File: src/rtl/stb_gen_pkg.sv
// Shared types for the averaging strobe generator: FSM state encoding and accumulator sizing.
// No logic and no timing of its own.
package stb_gen_pkg;

   typedef enum logic [2:0] {
      IDLE,
      ARM,
      MEASURE,
      CALC,
      RUN
   } stb_gen_avg_state_t;

   // The sum of 2^avg_log2 intervals, each below 2^cnt_w, needs avg_log2 extra bits.
   function automatic int unsigned acc_width(input int unsigned cnt_w, input int unsigned avg_log2);
      return cnt_w + avg_log2;
   endfunction

endpackage

File: src/rtl/stb_phase_gen.sv
// Phase counter plus a registered strobe window. int_stb is high for hold_i of every period_i cycles.
// It lags the phase by 1 cycle. There is no backpressure; the block free-runs while lock_i is high.
module stb_phase_gen #(
   parameter int unsigned W = 32
) (
   input  logic         clk_i,
   input  logic         arst_ni,
   input  logic         clr_i,
   input  logic         cnt_i,
   input  logic         lock_i,
   input  logic [W-1:0] period_i,
   input  logic [W-1:0] hold_i,
   input  logic [W-1:0] delay_i,
   output logic         stb_o
);

   logic [W-1:0] ph_q, ph_d, off;
   logic         stb_q, stb_d;

   always_comb begin
      ph_d = ph_q;
      if (clr_i) begin
         ph_d = '0;
      end else if (cnt_i) begin
         // Before lock the period is not yet valid, so the count runs on without wrapping.
         ph_d = (lock_i && (ph_q >= period_i - W'(1))) ? '0 : ph_q + W'(1);
      end
      off   = (ph_q >= delay_i) ? ph_q - delay_i : ph_q + (period_i - delay_i);
      stb_d = lock_i && !clr_i && (off < hold_i);
   end

   always_ff @(posedge clk_i or negedge arst_ni) begin
      if (!arst_ni) begin
         ph_q  <= '0;
         stb_q <= 1'b0;
      end else begin
         ph_q  <= ph_d;
         stb_q <= stb_d;
      end
   end

   assign stb_o = stb_q;

endmodule

File: src/rtl/sync_ff.sv
// Multi-stage synchroniser for one asynchronous bit.
// Latency is STAGES cycles. There is no handshake and no backpressure.
module sync_ff #(
   parameter int unsigned STAGES = 2
) (
   input  logic clk_i,
   input  logic arst_ni,
   input  logic d_i,
   output logic q_o
);

   logic [STAGES-1:0] sync_q;

   always_ff @(posedge clk_i or negedge arst_ni) begin
      if (!arst_ni) sync_q <= '0;
      else          sync_q <= (sync_q << 1) | STAGES'(d_i);
   end

   assign q_o = sync_q[STAGES-1];

endmodule

File: src/rtl/stb_gen_avg.sv
// Measures the period of sig_i, averaged over 2^AVG_LOG2 intervals, then emits a phase-locked, programmable strobe.
// Lock comes 1 CALC cycle after the last averaged edge. There is no backpressure; oe_i gates stb_o combinationally.
module stb_gen_avg
   import stb_gen_pkg::*;
#(
   parameter int unsigned T_CNT_WIDTH    = 32,
   parameter int unsigned AVG_LOG2       = 2,
   parameter int unsigned SYNC_STAGES    = 2,
   parameter int unsigned TIMEOUT_CYCLES = 1048576
) (
   input  logic                   clk_i,
   input  logic                   arst_ni,
   input  logic                   sig_i,
   input  logic                   run_det_i,
   input  logic                   oe_i,
   input  logic [T_CNT_WIDTH-1:0] hold_i,
   input  logic [T_CNT_WIDTH-1:0] delay_i,
   output logic                   err_o,
   output logic                   rdy_o,
   output logic                   lock_o,
   output logic                   stb_o,
   output logic [T_CNT_WIDTH-1:0] stb_period_o
);

   localparam int unsigned            ACC_W     = acc_width(T_CNT_WIDTH, AVG_LOG2);
   localparam int unsigned            EC_W      = AVG_LOG2 + 1;
   localparam logic [EC_W-1:0]        LAST_EDGE = EC_W'((1 << AVG_LOG2) - 1);
   localparam logic [T_CNT_WIDTH-1:0] TO_LAST   = T_CNT_WIDTH'(TIMEOUT_CYCLES - 1);

   logic sig_s, run_s, sig_dly_q, run_dly_q, sig_rise, run_rise;

   sync_ff #(.STAGES(SYNC_STAGES)) u_sync_sig (.clk_i(clk_i), .arst_ni(arst_ni), .d_i(sig_i),     .q_o(sig_s));
   sync_ff #(.STAGES(SYNC_STAGES)) u_sync_run (.clk_i(clk_i), .arst_ni(arst_ni), .d_i(run_det_i), .q_o(run_s));

   assign sig_rise = sig_s & ~sig_dly_q;
   assign run_rise = run_s & ~run_dly_q;

   stb_gen_avg_state_t     state_q, state_d;
   logic                   err_q, err_d;
   logic [T_CNT_WIDTH-1:0] period_q, period_d, int_cnt_q, int_cnt_d;
   logic [T_CNT_WIDTH-1:0] hold_q, hold_d, delay_q, delay_d, period_calc;
   logic [ACC_W-1:0]       acc_q, acc_d;
   logic [EC_W-1:0]        edge_cnt_q, edge_cnt_d;
   logic                   cfg_bad, ph_clr, ph_cnt, int_stb;

   assign period_calc = T_CNT_WIDTH'(acc_q >> AVG_LOG2);
   assign cfg_bad     = (period_calc == '0) || (hold_i == '0) ||
                        (hold_i >= period_calc) || (delay_i >= period_calc);

   always_comb begin
      state_d    = state_q;
      err_d      = err_q;
      period_d   = period_q;
      int_cnt_d  = int_cnt_q;
      acc_d      = acc_q;
      edge_cnt_d = edge_cnt_q;
      hold_d     = hold_q;
      delay_d    = delay_q;
      ph_clr     = 1'b0;
      if (run_rise) begin
         state_d   = ARM;
         err_d     = 1'b0;
         int_cnt_d = '0;
         ph_clr    = 1'b1;
      end else begin
         case (state_q)
            ARM: begin
               if (sig_rise) begin
                  int_cnt_d  = '0;
                  acc_d      = '0;
                  edge_cnt_d = '0;
                  state_d    = MEASURE;
               end else if (int_cnt_q == TO_LAST) begin
                  err_d   = 1'b1;
                  state_d = IDLE;
               end else begin
                  int_cnt_d = int_cnt_q + T_CNT_WIDTH'(1);
               end
            end
            MEASURE: begin
               if (sig_rise) begin
                  acc_d      = acc_q + ACC_W'(int_cnt_q) + ACC_W'(1);
                  int_cnt_d  = '0;
                  edge_cnt_d = edge_cnt_q + EC_W'(1);
                  if (edge_cnt_q == LAST_EDGE) begin
                     state_d = CALC;
                     ph_clr  = 1'b1;
                  end
               end else if (int_cnt_q == TO_LAST) begin
                  err_d   = 1'b1;
                  state_d = IDLE;
               end else begin
                  int_cnt_d = int_cnt_q + T_CNT_WIDTH'(1);
               end
            end
            CALC: begin
               period_d = period_calc;
               hold_d   = hold_i;
               delay_d  = delay_i;
               if (cfg_bad) begin
                  err_d   = 1'b1;
                  state_d = IDLE;
               end else begin
                  state_d = RUN;
               end
            end
            IDLE, RUN: ;
            default: state_d = IDLE;
         endcase
      end
   end

   always_ff @(posedge clk_i or negedge arst_ni) begin
      if (!arst_ni) begin
         state_q    <= IDLE;
         err_q      <= 1'b0;
         period_q   <= '0;
         int_cnt_q  <= '0;
         acc_q      <= '0;
         edge_cnt_q <= '0;
         hold_q     <= '0;
         delay_q    <= '0;
         sig_dly_q  <= 1'b0;
         run_dly_q  <= 1'b0;
      end else begin
         state_q    <= state_d;
         err_q      <= err_d;
         period_q   <= period_d;
         int_cnt_q  <= int_cnt_d;
         acc_q      <= acc_d;
         edge_cnt_q <= edge_cnt_d;
         hold_q     <= hold_d;
         delay_q    <= delay_d;
         sig_dly_q  <= sig_s;
         run_dly_q  <= run_s;
      end
   end

   assign ph_cnt = (state_q == CALC) || (state_q == RUN);

   stb_phase_gen #(.W(T_CNT_WIDTH)) u_phase (
      .clk_i    (clk_i),
      .arst_ni  (arst_ni),
      .clr_i    (ph_clr),
      .cnt_i    (ph_cnt),
      .lock_i   (lock_o),
      .period_i (period_q),
      .hold_i   (hold_q),
      .delay_i  (delay_q),
      .stb_o    (int_stb)
   );

   assign rdy_o        = (state_q == IDLE);
   assign lock_o       = (state_q == RUN);
   assign err_o        = err_q;
   assign stb_period_o = period_q;
   assign stb_o        = int_stb & oe_i & lock_o & ~err_q;

endmodule

File: config.mk
export PLATFORM = sky130hd
export DESIGN_NAME = stb_gen_avg
export DESIGN_NICKNAME = d
export VERILOG_FILES = /design/src/rtl/stb_gen_pkg.sv /design/src/rtl/stb_phase_gen.sv /design/src/rtl/sync_ff.sv /design/src/rtl/stb_gen_avg.sv
export SDC_FILE = /design/constraint.sdc
export NUM_CORES = 1
export LEC_CHECK = 0
export ABC_AREA = 1
export BUFFER_PORTS_ARGS = -buffer_cell sky130_fd_sc_hd__buf_2
export CAP_MARGIN = 20
export CELL_PAD_IN_SITES_DETAIL_PLACEMENT = 0
export CELL_PAD_IN_SITES_GLOBAL_PLACEMENT = 1
export CORE_MARGIN = 3
export CORE_UTILIZATION = 40
export CTS_BUF_LIST = sky130_fd_sc_hd__clkbuf_8
export DETAILED_ROUTE_END_ITERATION = 8
export MAX_ROUTING_LAYER = met4
export PLACE_DENSITY_LB_ADDON = 0.1
export SLEW_MARGIN = 30
export SYNTH_ARGS = -nofsm -noshare
export SYNTH_HDL_FRONTEND = slang
export SYNTH_HIERARCHICAL = 1
export SYNTH_SLANG_ARGS = --single-unit
File: constraint.sdc
create_clock -name clk_i -period 4.9 [get_ports clk_i]
set_clock_uncertainty 0.05 [all_clocks]
set_input_delay 0.245 -clock clk_i [delete_from_list [all_inputs] [get_ports clk_i]]
set_output_delay 0.245 -clock clk_i [all_outputs]
set_load 0.03 [all_outputs]
==> flow_metrics.env <==
export IMPL_cpMostUsedCell="a21oi_1"
export IMPL_min_period_ns=4.46
export IMPL_grt_overflow_total=0
export IMPL_flow_area_growth_from_synthesis_pct=14.9
export IMPL_post_synth_cell_area_avg_um2=6.98
export IMPL_drtIter0Drc=1044
export IMPL_dp_hpwl_um=58200
export IMPL_synth_area_um2=19600
export IMPL_drt_first_pass_iters=7
export IMPL_postSynthNetCount=3142
export IMPL_drv_cap=0
export IMPL_path_clk_slew_ns=0.06
export IMPL_htree_levels=2
export IMPL_ir_worst_vdd_v=0.000293
export IMPL_grt_usage_pct=28.6
export IMPL_dieArea_um2=51800
export IMPL_fin_crit_sh_pct=91.0
export IMPL_rows=80
export IMPL_wl_um=71300
export IMPL_clock_root_buffer="clkbuf_8"
export IMPL_max_freq_mhz=224
export IMPL_cp_slowest_stage_delay_ns=0.53
export IMPL_die_width_um=228
export IMPL_p_sw_w=0.00315
export IMPL_p_clk_share_pct=26.2
export IMPL_layout_cells_most_common="nand2_1"
export IMPL_synth_seq_cells=208
export IMPL_io_pin_count=105
export IMPL_p_leak_nw=11.6
export IMPL_startpoint_type="register"
export IMPL_pwr_share_seq_pct=32.5
export IMPL_hold_path_class="input port to asynchronous set/reset pin"
export IMPL_crit_chain="inv_1, fa_1, inv_1, ha_1, a21oi_1, o21ai_1, a21oi_1, o21ai_1, a21oi_1, inv_1, a21oi_1, inv_1, o21ai_1, a21oi_1, nor2_1, inv_1, ha_1, nand4_1, o221a_2, nand2_1, a21oi_1"
export IMPL_slew_violations=0
export IMPL_cp_required_ns=5.34
export IMPL_powerDensity_nw_per_um2=322
export IMPL_synth_edff_count=0
export IMPL_route_detailed_drc=0
export IMPL_vias=19200
export IMPL_die_h_um=228
export IMPL_crit_buf_inv=5
export IMPL_rsz0062_at_grt="no"
export IMPL_clkSinkCount=208
export IMPL_sw_frac_of_total_pct=43.4
export IMPL_antenna_found_initial=1
export IMPL_ys_flop_type="dfrtp_1"
export IMPL_critPathTopFamily="compound AO/OA/AOI/OAI gates"
export IMPL_grt_max_degree=83
export IMPL_timing_rr_end="u_phase/stb_o"
export IMPL_seqCellArea_um2=5210
export IMPL_finalHoldViolCount=0
export IMPL_vias_per_cell=5.20
export IMPL_numPlacedInstances=3549
export IMPL_ant_nets=0
export IMPL_first_global_vias=19400
export IMPL_cts_buffers=43
export IMPL_avgRoutedWirePerCell_um=19.3
export IMPL_nets=3334
export IMPL_critPathKind="register to register"
export IMPL_final_cells=3693
export IMPL_tritoncts="yes"
export IMPL_status="finished clean"
export IMPL_internal_power_w=0.00412
export IMPL_finalSetupTns_ns=0
export IMPL_fillCellCount=5058
export IMPL_max_slew_margin_pct=29.6
export IMPL_drive_gt1_share_pct=8.76
export IMPL_multi_input_area_um2=12600
export IMPL_grt_pass1_wl_um=109000
export IMPL_synth_cells=2813
export IMPL_r2r_cells=21
export IMPL_layout_common_cells="nand2_1, inv_1, nor2_1, ha_1, dfrtp_1"
export IMPL_fin_util_pct=46.8
export IMPL_combPwrFrac_pct=41.3
export IMPL_yosysWarnings=6
export IMPL_critPathArrivalTime_ns=4.90
export IMPL_cp_end_kind="register"
export IMPL_reg2reg_from="stb_period_o[3]"
export IMPL_crit_fanout=6
export IMPL_initial_utilization_pct=40.8
export IMPL_clk_path_buf_depth=3
export IMPL_power_total_w=0.00727
export IMPL_seq_area_frac_synth_pct=26.5
export IMPL_insertion_delay_ns=0.63
export IMPL_setup_viol=0
export IMPL_cpMaxStageDelayCell="dfrtp_1"
export IMPL_port_buffers=104
export IMPL_ys_async_sr_fraction_pct=100
export IMPL_synth_cell_types=59
export IMPL_core_area_um2=48100
export IMPL_place_congestion=0.973
export IMPL_reg2reg_slack_ns=0.44
export IMPL_tightest_slew_ns=1.05
==> layer usage <==
metal / vias up / wire [um] / track usage [%]
li1: 9611 / - / -
met1: 9073 / 32400 / 36.1
met2: 376 / 33400 / 46.8
met3: 139 / 2460 / 3.29
met4: 0 / 3020 / 11.5
met5: - / 0 / -
==> stage by stage <==
stage          area [um2]  setup WS (ns)  hold slack, ns
5_1_grt             22600        0.00265           0.178
4_1_cts             22500          0.454           0.111
6_report            22600          0.441           0.149
3_3_place_gp        21000          0.494           0.283
3_5_place_dp        21000          0.459           0.220
2_1_floorplan       19600           1.02          -0.101
==> synth_stat cells (all sizes together) (26+ instances only) <==
cell	count	area share, %
a21oi	203	5.2
clkbuf	30	0.57
dfrtp	208	27
fa	33	3.4
ha	227	14
inv	447	8.5
nand2	734	14
nand3	100	2.7
nand4	39	1.4
nor2	259	5.2
nor3	49	1.6
nor4	26	1.0
o21ai	215	5.5
xor2	73	3.3
==> sequential cells by signal (all words and copies together) (netlist names), 2 cells and up <==
signal,flops
delay_q,32
hold_q,32
stb_period_o,32
state_q,3
u_phase/ph_q,32
u_sync_run/sync_q,2
edge_cnt_q,3
int_cnt_q,32
u_sync_sig/sync_q,2
acc_q,34
==> power groups by stage <==
| stage | logic [W] | registers (W) | clock network, W |
|---|---|---|---|
| after global routing | 0.00344 | 0.00240 | 0.00204 |
| after global placement | 0.00289 | 0.00238 | 0 |
| after CTS | 0.00299 | 0.00235 | 0.00198 |
| final | 0.00300 | 0.00236 | 0.00191 |
| after detailed placement | 0.00292 | 0.00238 | 0 |
| after floorplan | 0.00207 | 0.00222 | 0 |
==> layout make-up <==
| cell class | count | area share (%) |
|---|---|---|
| multi-input cells | 2117 | 55.8 |
| flip-flops and latches | 208 | 23.1 |
| diodes | 1 | 0.0111 |
| clock inverters | 23 | 0.588 |
| repair buffers | 188 | 6.15 |
| well taps | 656 | 3.64 |
| clock buffers | 53 | 3.23 |
| inverters | 447 | 7.45 |
==> how the worst max path moves through the flow <==
stage	start	endpoint	slack [ns]	depth (start not counted)
final	stb_period_o[3]	u_phase/stb_o	0.44	21
after detailed placement	stb_period_o[3]	u_phase/stb_o	0.46	21
after CTS	stb_period_o[3]	u_phase/stb_o	0.45	21
after floorplan	stb_period_o[3]	u_phase/stb_o	1.02	28
after global routing	stb_period_o[4]	u_phase/stb_o	0.003	28
after global placement	stb_period_o[15]	u_phase/stb_o	0.49	23
==> what timing repair did <==
| item | CTS | global route |
|---|---|---|
| setup buffers | 0 | 0 |
| hold endpoints to repair | 134 | 0 |
| hold buffers | 67 | 0 |
| gates resized for setup | 0 | 2 |
| setup endpoints to repair | 0 | 1 |
==> cells by family (layout without fill, tap and decap cells) <==
family                   count (synthesis)  in the layout  share of synthesized area [%]
multiplexers                             5              5                          0.274
buffers and inverters                  488            711                           9.42
adder cells (fa/ha/maj)                260            260                           17.8
XOR/XNOR                                94             94                           4.19
flip-flops                             208            208                           26.5
other                                    0              1                              0
AND/OR/NAND/NOR                       1227           1227                           26.9
AO/OA/AOI/OAI                          531            531                           14.9
==> worst register-to-register path: cells and delay by family (launching register included) <==
family	cells	cell delay, ns
and+or+nand+nor	3	0.41
buffers and inverters	5	0.37
AOI/OAI and AO/OA	10	1.82
adders and majority gates	3	1.14
DFF	1	0.53
Power figures use the tool's default switching activity.
